<file path="src/rtl/text_link_ctrl.sv">
// text_link_ctrl: control sequencer for the text link chain
// (source -> compress -> encrypt -> Hamming -> BPSK -> channel -> decode ... -> sink).
// Drives control pins only. Loads the cipher key, moves one character per frame,
// retransmits on fatal decode errors or channel timeouts, and hands each char to the sink.
// Optional statistics outputs (char_cnt, corr_cnt, retry_tot): define TEXT_LINK_CTRL_STATS_EN.
module text_link_ctrl #(
  parameter logic [7:0] KEY       = 8'd123,
  parameter int         ENC_LAT   = 2,
  parameter int         DEC_LAT   = 2,
  parameter int         TIMEOUT   = 255,
  parameter int         MAX_RETRY = 3,
  parameter int         CNT_W     = 16
) (
  input  logic             clk,
  input  logic             reset,
  input  logic             enable,
  output logic [7:0]       key,
  output logic             key_ld,
  input  logic             crypto_ready,
  output logic             init_done,
  output logic             src_req,
  input  logic             src_valid,
  input  logic             src_last,
  output logic             tx_start,
  input  logic             chan_done,
  input  logic             err_corrected,
  input  logic             err_fatal,
  output logic             sink_valid,
  input  logic             sink_ready,
  output logic             busy,
  output logic             done,
  output logic             link_fail,
  output logic [3:0]       state_o
`ifdef TEXT_LINK_CTRL_STATS_EN
  ,
  output logic [CNT_W-1:0] char_cnt,
  output logic [CNT_W-1:0] corr_cnt,
  output logic [CNT_W-1:0] retry_tot
`endif
);

  // One shared timer serves every waiting state; size it for the longest wait.
  localparam int TMAX = (TIMEOUT >= ENC_LAT && TIMEOUT >= DEC_LAT) ? TIMEOUT :
                        ((ENC_LAT >= DEC_LAT) ? ENC_LAT : DEC_LAT);
  localparam int TW   = $clog2(TMAX + 1);
  localparam int RW   = (MAX_RETRY > 0) ? $clog2(MAX_RETRY + 1) : 1;

  // Timer compare points: KEYLOAD/XMIT occupy TIMEOUT cycles, ENCODE ENC_LAT cycles.
  // DECODE samples the flags one cycle after they become valid (DEC_LAT after chan_done).
  localparam logic [TW-1:0] T_TO  = TW'(TIMEOUT - 1);
  localparam logic [TW-1:0] T_ENC = TW'(ENC_LAT - 1);
  localparam logic [TW-1:0] T_DEC = TW'(DEC_LAT);
  localparam logic [TW-1:0] T_SAT = TW'(TMAX);
  localparam logic [RW-1:0] R_MAX = RW'(MAX_RETRY);

  typedef enum logic [3:0] {
    ST_IDLE    = 4'd0,
    ST_KEYLOAD = 4'd1,
    ST_FETCH   = 4'd2,
    ST_ENCODE  = 4'd3,
    ST_XMIT    = 4'd4,
    ST_DECODE  = 4'd5,
    ST_DELIVER = 4'd6,
    ST_DONE    = 4'd7,
    ST_FAIL    = 4'd8
  } state_e;

  state_e          state_q, state_d;
  logic [TW-1:0]   timer_q, timer_d;
  logic [RW-1:0]   retry_q, retry_d;
  logic            last_q, last_d;
  logic            init_q, init_d;
  logic            retry_req;

  // State register and control flops
  always_ff @(posedge clk or negedge reset) begin
    if (!reset) begin
      state_q <= ST_IDLE;
      timer_q <= '0;
      retry_q <= '0;
      last_q  <= 1'b0;
      init_q  <= 1'b0;
    end else begin
      state_q <= state_d;
      timer_q <= timer_d;
      retry_q <= retry_d;
      last_q  <= last_d;
      init_q  <= init_d;
    end
  end

  // Next-state: enable low aborts active states except DELIVER, which finishes its handshake
  always_comb begin
    state_d   = state_q;
    timer_d   = (timer_q == T_SAT) ? timer_q : timer_q + 1'b1;
    retry_d   = retry_q;
    last_d    = last_q;
    init_d    = init_q;
    retry_req = 1'b0;
    case (state_q)
      ST_IDLE:    if (enable) state_d = ST_KEYLOAD;
      ST_KEYLOAD: begin
        if (!enable)                state_d = ST_IDLE;
        else if (crypto_ready) begin
          state_d = ST_FETCH;
          init_d  = 1'b1;
        end else if (timer_q == T_TO) state_d = ST_FAIL;
      end
      ST_FETCH: begin
        if (!enable) state_d = ST_IDLE;
        else if (src_valid) begin
          last_d  = src_last;
          retry_d = '0;
          state_d = ST_ENCODE;
        end
      end
      ST_ENCODE: begin
        if (!enable)                 state_d = ST_IDLE;
        else if (timer_q == T_ENC)   state_d = ST_XMIT;
      end
      ST_XMIT: begin
        if (!enable)                 state_d = ST_IDLE;
        else if (chan_done)          state_d = ST_DECODE;
        else if (timer_q == T_TO)    retry_req = 1'b1;
      end
      ST_DECODE: begin
        if (!enable)                 state_d = ST_IDLE;
        else if (timer_q == T_DEC) begin
          if (err_fatal) retry_req = 1'b1;
          else           state_d   = ST_DELIVER;
        end
      end
      ST_DELIVER: begin
        if (sink_ready) begin
          if (!enable)     state_d = ST_IDLE;
          else if (last_q) state_d = ST_DONE;
          else             state_d = ST_FETCH;
        end
      end
      ST_DONE, ST_FAIL: if (!enable) state_d = ST_IDLE;
      default:          state_d = ST_IDLE;
    endcase
    // Retransmit: the datapath still holds the character, so go straight back to ENCODE
    if (retry_req) begin
      if (retry_q < R_MAX) begin
        retry_d = retry_q + 1'b1;
        state_d = ST_ENCODE;
      end else begin
        state_d = ST_FAIL;
      end
    end
    if (state_d != state_q) timer_d = '0;
    if (state_d == ST_IDLE) init_d  = 1'b0;
  end

  // Outputs: strobes fire on state entry (timer at 0) and are suppressed while enable is low
  always_comb begin
    key_ld     = (state_q == ST_KEYLOAD) && (timer_q == '0) && enable;
    key        = key_ld ? KEY : 8'd0;
    src_req    = (state_q == ST_FETCH) && enable;
    tx_start   = (state_q == ST_XMIT) && (timer_q == '0) && enable;
    sink_valid = (state_q == ST_DELIVER);
    busy       = !((state_q == ST_IDLE) || (state_q == ST_DONE) || (state_q == ST_FAIL));
    done       = (state_q == ST_DONE);
    link_fail  = (state_q == ST_FAIL);
    init_done  = init_q;
    state_o    = state_q;
  end

`ifdef TEXT_LINK_CTRL_STATS_EN
  logic [CNT_W-1:0] char_cnt_q, char_cnt_d;
  logic [CNT_W-1:0] corr_cnt_q, corr_cnt_d;
  logic [CNT_W-1:0] retry_tot_q, retry_tot_d;

  function automatic logic [CNT_W-1:0] sat_inc(input logic [CNT_W-1:0] v);
    return (&v) ? v : v + 1'b1;
  endfunction

  // Statistics: saturating counts, cleared on IDLE entry; events derived from transitions
  always_comb begin
    char_cnt_d  = char_cnt_q;
    corr_cnt_d  = corr_cnt_q;
    retry_tot_d = retry_tot_q;
    if (state_d == ST_IDLE && state_q != ST_IDLE) begin
      char_cnt_d  = '0;
      corr_cnt_d  = '0;
      retry_tot_d = '0;
    end else begin
      if (sink_valid && sink_ready)
        char_cnt_d = sat_inc(char_cnt_q);
      if (state_q == ST_DECODE && state_d == ST_DELIVER && err_corrected)
        corr_cnt_d = sat_inc(corr_cnt_q);
      if ((state_q == ST_XMIT || state_q == ST_DECODE) && state_d == ST_ENCODE)
        retry_tot_d = sat_inc(retry_tot_q);
    end
  end

  // Statistics registers
  always_ff @(posedge clk or negedge reset) begin
    if (!reset) begin
      char_cnt_q  <= '0;
      corr_cnt_q  <= '0;
      retry_tot_q <= '0;
    end else begin
      char_cnt_q  <= char_cnt_d;
      corr_cnt_q  <= corr_cnt_d;
      retry_tot_q <= retry_tot_d;
    end
  end

  assign char_cnt  = char_cnt_q;
  assign corr_cnt  = corr_cnt_q;
  assign retry_tot = retry_tot_q;
`endif

endmodule

</file>
<file path="config.mk">
export PLATFORM = sky130hd
export DESIGN_NAME = text_link_ctrl
export DESIGN_NICKNAME = d
export VERILOG_FILES = /design/src/rtl/text_link_ctrl.sv
export SDC_FILE = /design/constraint.sdc
export NUM_CORES = 1
export LEC_CHECK = 0
export BUFFER_PORTS_ARGS = -buffer_cell sky130_fd_sc_hd__clkbuf_2
export CAP_MARGIN = 20
export CORE_MARGIN = 10
export CORE_UTILIZATION = 54
export CTS_CLUSTER_SIZE = 14
export DETAILED_ROUTE_END_ITERATION = 7
export PLACE_DENSITY = 0.88
export SLEW_MARGIN = 15
export SYNTH_ARGS = -nofsm -noshare
export SYNTH_HDL_FRONTEND = slang
export SYNTH_SLANG_ARGS = --single-unit
export TNS_END_PERCENT = 5
</file>
<file path="constraint.sdc">
create_clock -name clk -period 3.15 [get_ports clk]
set_input_delay 0.63 -clock clk [delete_from_list [all_inputs] [get_ports clk]]
set_output_delay 0.63 -clock clk [all_outputs]
set_load 0.03 [all_outputs]
</file>
==> summary.md <==
| Metric | Value |
|---|---|
| CTS Sinks | 16 |
| # IOs | 30 |
| Layout cells sized above 1 | 0.2543 |
| Max-Cap Viols | 0 |
| Nets@finish | 189 |
| Run status | finished clean |
| Mapped cell area | 1350 um2 |
| Die Span X | ~70 um |
| Setup TNS | 0 ns |
| CP Max Fanout | 14 |
| Inst Count DP | 199 |
| Placer Congestion | 0.9658 |
| Synthesized flop and latch total | 16 |
| Worst reg-to-reg path cell count | 6 |
| Total number of vias | between 1000 and 1500 |
| Asr flop ratio synth | 1.000 |
| Hold-fix buffers, CTS | 0 |
| Slew Limit Fails | 0 |
| P&R area growth vs syn | 10.10% |
| Antenna Nets Post-Route | 0 |
| First-pass GRT wire length | 5271 um |
| Clk buf depth | 2 |
| CP delay by family, top | simple AND/OR/NAND/NOR gates |
| CTS tree | done |
| Synthesized instance count | ~160 |
| Antenna Cells | 0 |
| WP data required | 2.52 ns |
| Worst EP arrival | ~2.1 ns |
| CTS Buf Count | 3 |
| Hold Fails Final Rpt | 0 |
| Synth Flop Type | dfrtp_1 |
| Hold crit path type | primary input to async pin |
| Fmax achieved | approximately 370 MHz |
| DR DRC count | 0 |
| PwrDens | 538.5 nW/um2 |
| CP Cell Sequence | nor3b_1, and4_1, clkbuf_2 |
| WS Path Type | flip-flop to primary output |
| Worst path slowest cell | dfrtp_1 |
| Port Buffers | 26 |
| Top post-synthesis cells by area | dfrtp_1 (30%), ha_1 (4.6%), buf_4 (4.4%) |
| Fin cells | 203 |
| Crit end category | primary output |
| DRT Wirelength | ~3100 um |
| Clock transition at the registers of the reported paths | about 0.090 ns |
| Global Route Usage Sum | 0.1227 |
| Crit path launch type | flip-flop |
| Leakage Power | roughly 0.68 nW |
| RSZ-0062 raised after global routing | false |
| Tcrit/Tclk final | 0.8616 |
| Max_slew headroom | 0.6079 |
| Clock latency at the later pin of the worst-skew pair | 0.28 ns |
| Skew final | approximately 0.0056 ns |
| Post-CTS Resized | 0 |
| Post-CTS Setup Bufs | 0 |
| GR Overflow Total | 0 |
| Worst Path Buf+Inv | 1 |
| Post-synthesis sequential area ratio | 0.2966 |
| Largest net degree at the start of global routing | 17 |
| Initial antenna violation count | 0 |
| Biggest area consumer among synthesized cells | dfrtp_1 |
| Via/cell ratio | 6.094 |
| Peak supply drop | between 0.3 and 0.4 mV |
| Setup violations, final | 0 |
| H-tree depth | 1 |
| Fin crit period | 2.714 ns |
| Syn Area/Cell | 8.710 um2 |
| Yosys warning count | 0 |
| Core area | 2432 um2 |
| WP depth | 3 |
| Die Y | 70 um |
| Synth cell types | 53 |
| DP HPWL | 2499 um |
| Starting Density | 0.5550 |
| Die area | 4900 um2 |
| Least-Margin Pin Slew | 0.5869 ns |
| Row count | 18 |
| Initial drt markers | between 80 and 90 |
| WL per Instance | 15.30 um |
| Max incr delay on CP | 0.62 ns |
| Vias in the first global route | 1152 |
| Clk root buf | clkbuf_4 |
| Pre-antenna DRT Iters | 4 |
| Number of flops mapped to enable cells by yosys | 0 |
| Synth top area share | 0.2966 |
==> per-layer routing <==
metal	routed length, um	GRT usage
met1	1357	0.1478
met2	1480	0.2064
met3	256	0.03531
met4	12	0.03289
met5	0	0
==> worst reg2reg max path, cell delays in order (launching register included) <==
cell	delay (ns)
dfrtp_1	0.55
nand4bb_1	0.33
or3b_2	0.57
a22o_1	0.22
a221oi_2	0.34
o21ai_1	0.25
a211oi_1	0.28
==> power breakdown <==
group | total (mW) | internal (mW) | switching, mW
Sequential | 0.285 | 0.234 | 0.0517
Combinational | 0.385 | 0.135 | 0.250
Clock | 0.130 | 0.0702 | 0.0596
Total | 0.800 | 0.439 | 0.362
==> metrics by stage <==
| step | hold WS, ns | power (mW) | setup slack [ns] | util | area (um2) |
|---|---|---|---|---|---|
| finish | 0.2484 | 0.8005 | 0.4359 | 0.6111 | 1486 |
| global placement | 0.4865 | 0.6623 | 0.4917 | 0.5962 | 1450 |
| floorplan | 0.3344 | 0.5926 | 0.7226 | - | 1354 |
| detailed placement | 0.5189 | 0.6730 | 0.3979 | 0.5962 | 1450 |
| CTS | 0.2562 | 0.8032 | 0.4571 | 0.6111 | 1486 |
| global route | 0.2579 | 0.8550 | 0.2953 | 0.6111 | 1486 |
==> path summary, 6_finish.rpt <==
path / endpoint / from / slack [ns]
hold reg to reg: retry_q[0] / retry_q[0] / 0.52
hold / removal: init_done / reset / 0.25
min in group clk: retry_q[0] / retry_q[0] / 0.52
setup reg to reg: timer_q[6] / state_o[3] / 0.52
setup / recovery: key[3] / state_o[0] / 0.44
max in group asynchronous: timer_q[1] / reset / 2.62
==> synth_stat cells (all sizes together), types with 2 or more instances <==
master	number
dfrtp	16
buf	11
nand2	11
nor2	10
a211oi	8
nand3	8
o21ai	6
clkbuf	5
ha	5
nand4	5
and2	4
nand2b	4
nor2b	4
nor3b	4
or3	4
and4	3
or2	3
or3b	3
a21oi	2
a221oi	2
a31oi	2
a41oi	2
and3b	2
inv	2
mux2i	2
nor3	2
o211ai	2
o21bai	2
o31ai	2
xnor2	2
==> layout by cell type, fill, tap and decap left out, types with 3 or more instances in the layout <==
cell,instances
buf_4,3
or3b_2,3
nand3_1,8
ha_1,5
and4_1,3
clkbuf_2,26
nor2b_1,4
and2_1,4
o21ai_0,5
nand4_1,4
nor2_1,10
a211oi_1,7
nand2b_1,4
clkbuf_4,3
dfrtp_1,16
nor3b_1,4
nand2_1,11
or3_1,4
==> logic make-up after synthesis <==
| kind of cell | count (synthesis) | synth area share |
|---|---|---|
| other | 1 | 0.002778 |
| muxes | 3 | 0.02317 |
| adders and majority gates | 5 | 0.04634 |
| DFF | 16 | 0.2966 |
| xor gates and xnor gates | 3 | 0.01947 |
| AOI/OAI and AO/OA | 36 | 0.2076 |
| and+or+nand+nor | 73 | 0.3290 |
| buffers and inverters | 18 | 0.07507 |
==> registers in the layout, summed over array words and instances (netlist names) <==
name	flops
timer_q	8
state_o	4
retry_q	2
init_done	1
last_q	1
==> layout make-up <==
class	count	area [um2]
timing repair buffer	29	152.6
multi-input combinational	122	852.1
tap	30	37.54
clock buffer	4	36.28
sequential	16	400.4
inverter	2	7.507
fill	215	945.9
(Power assumes the default switching activity.)
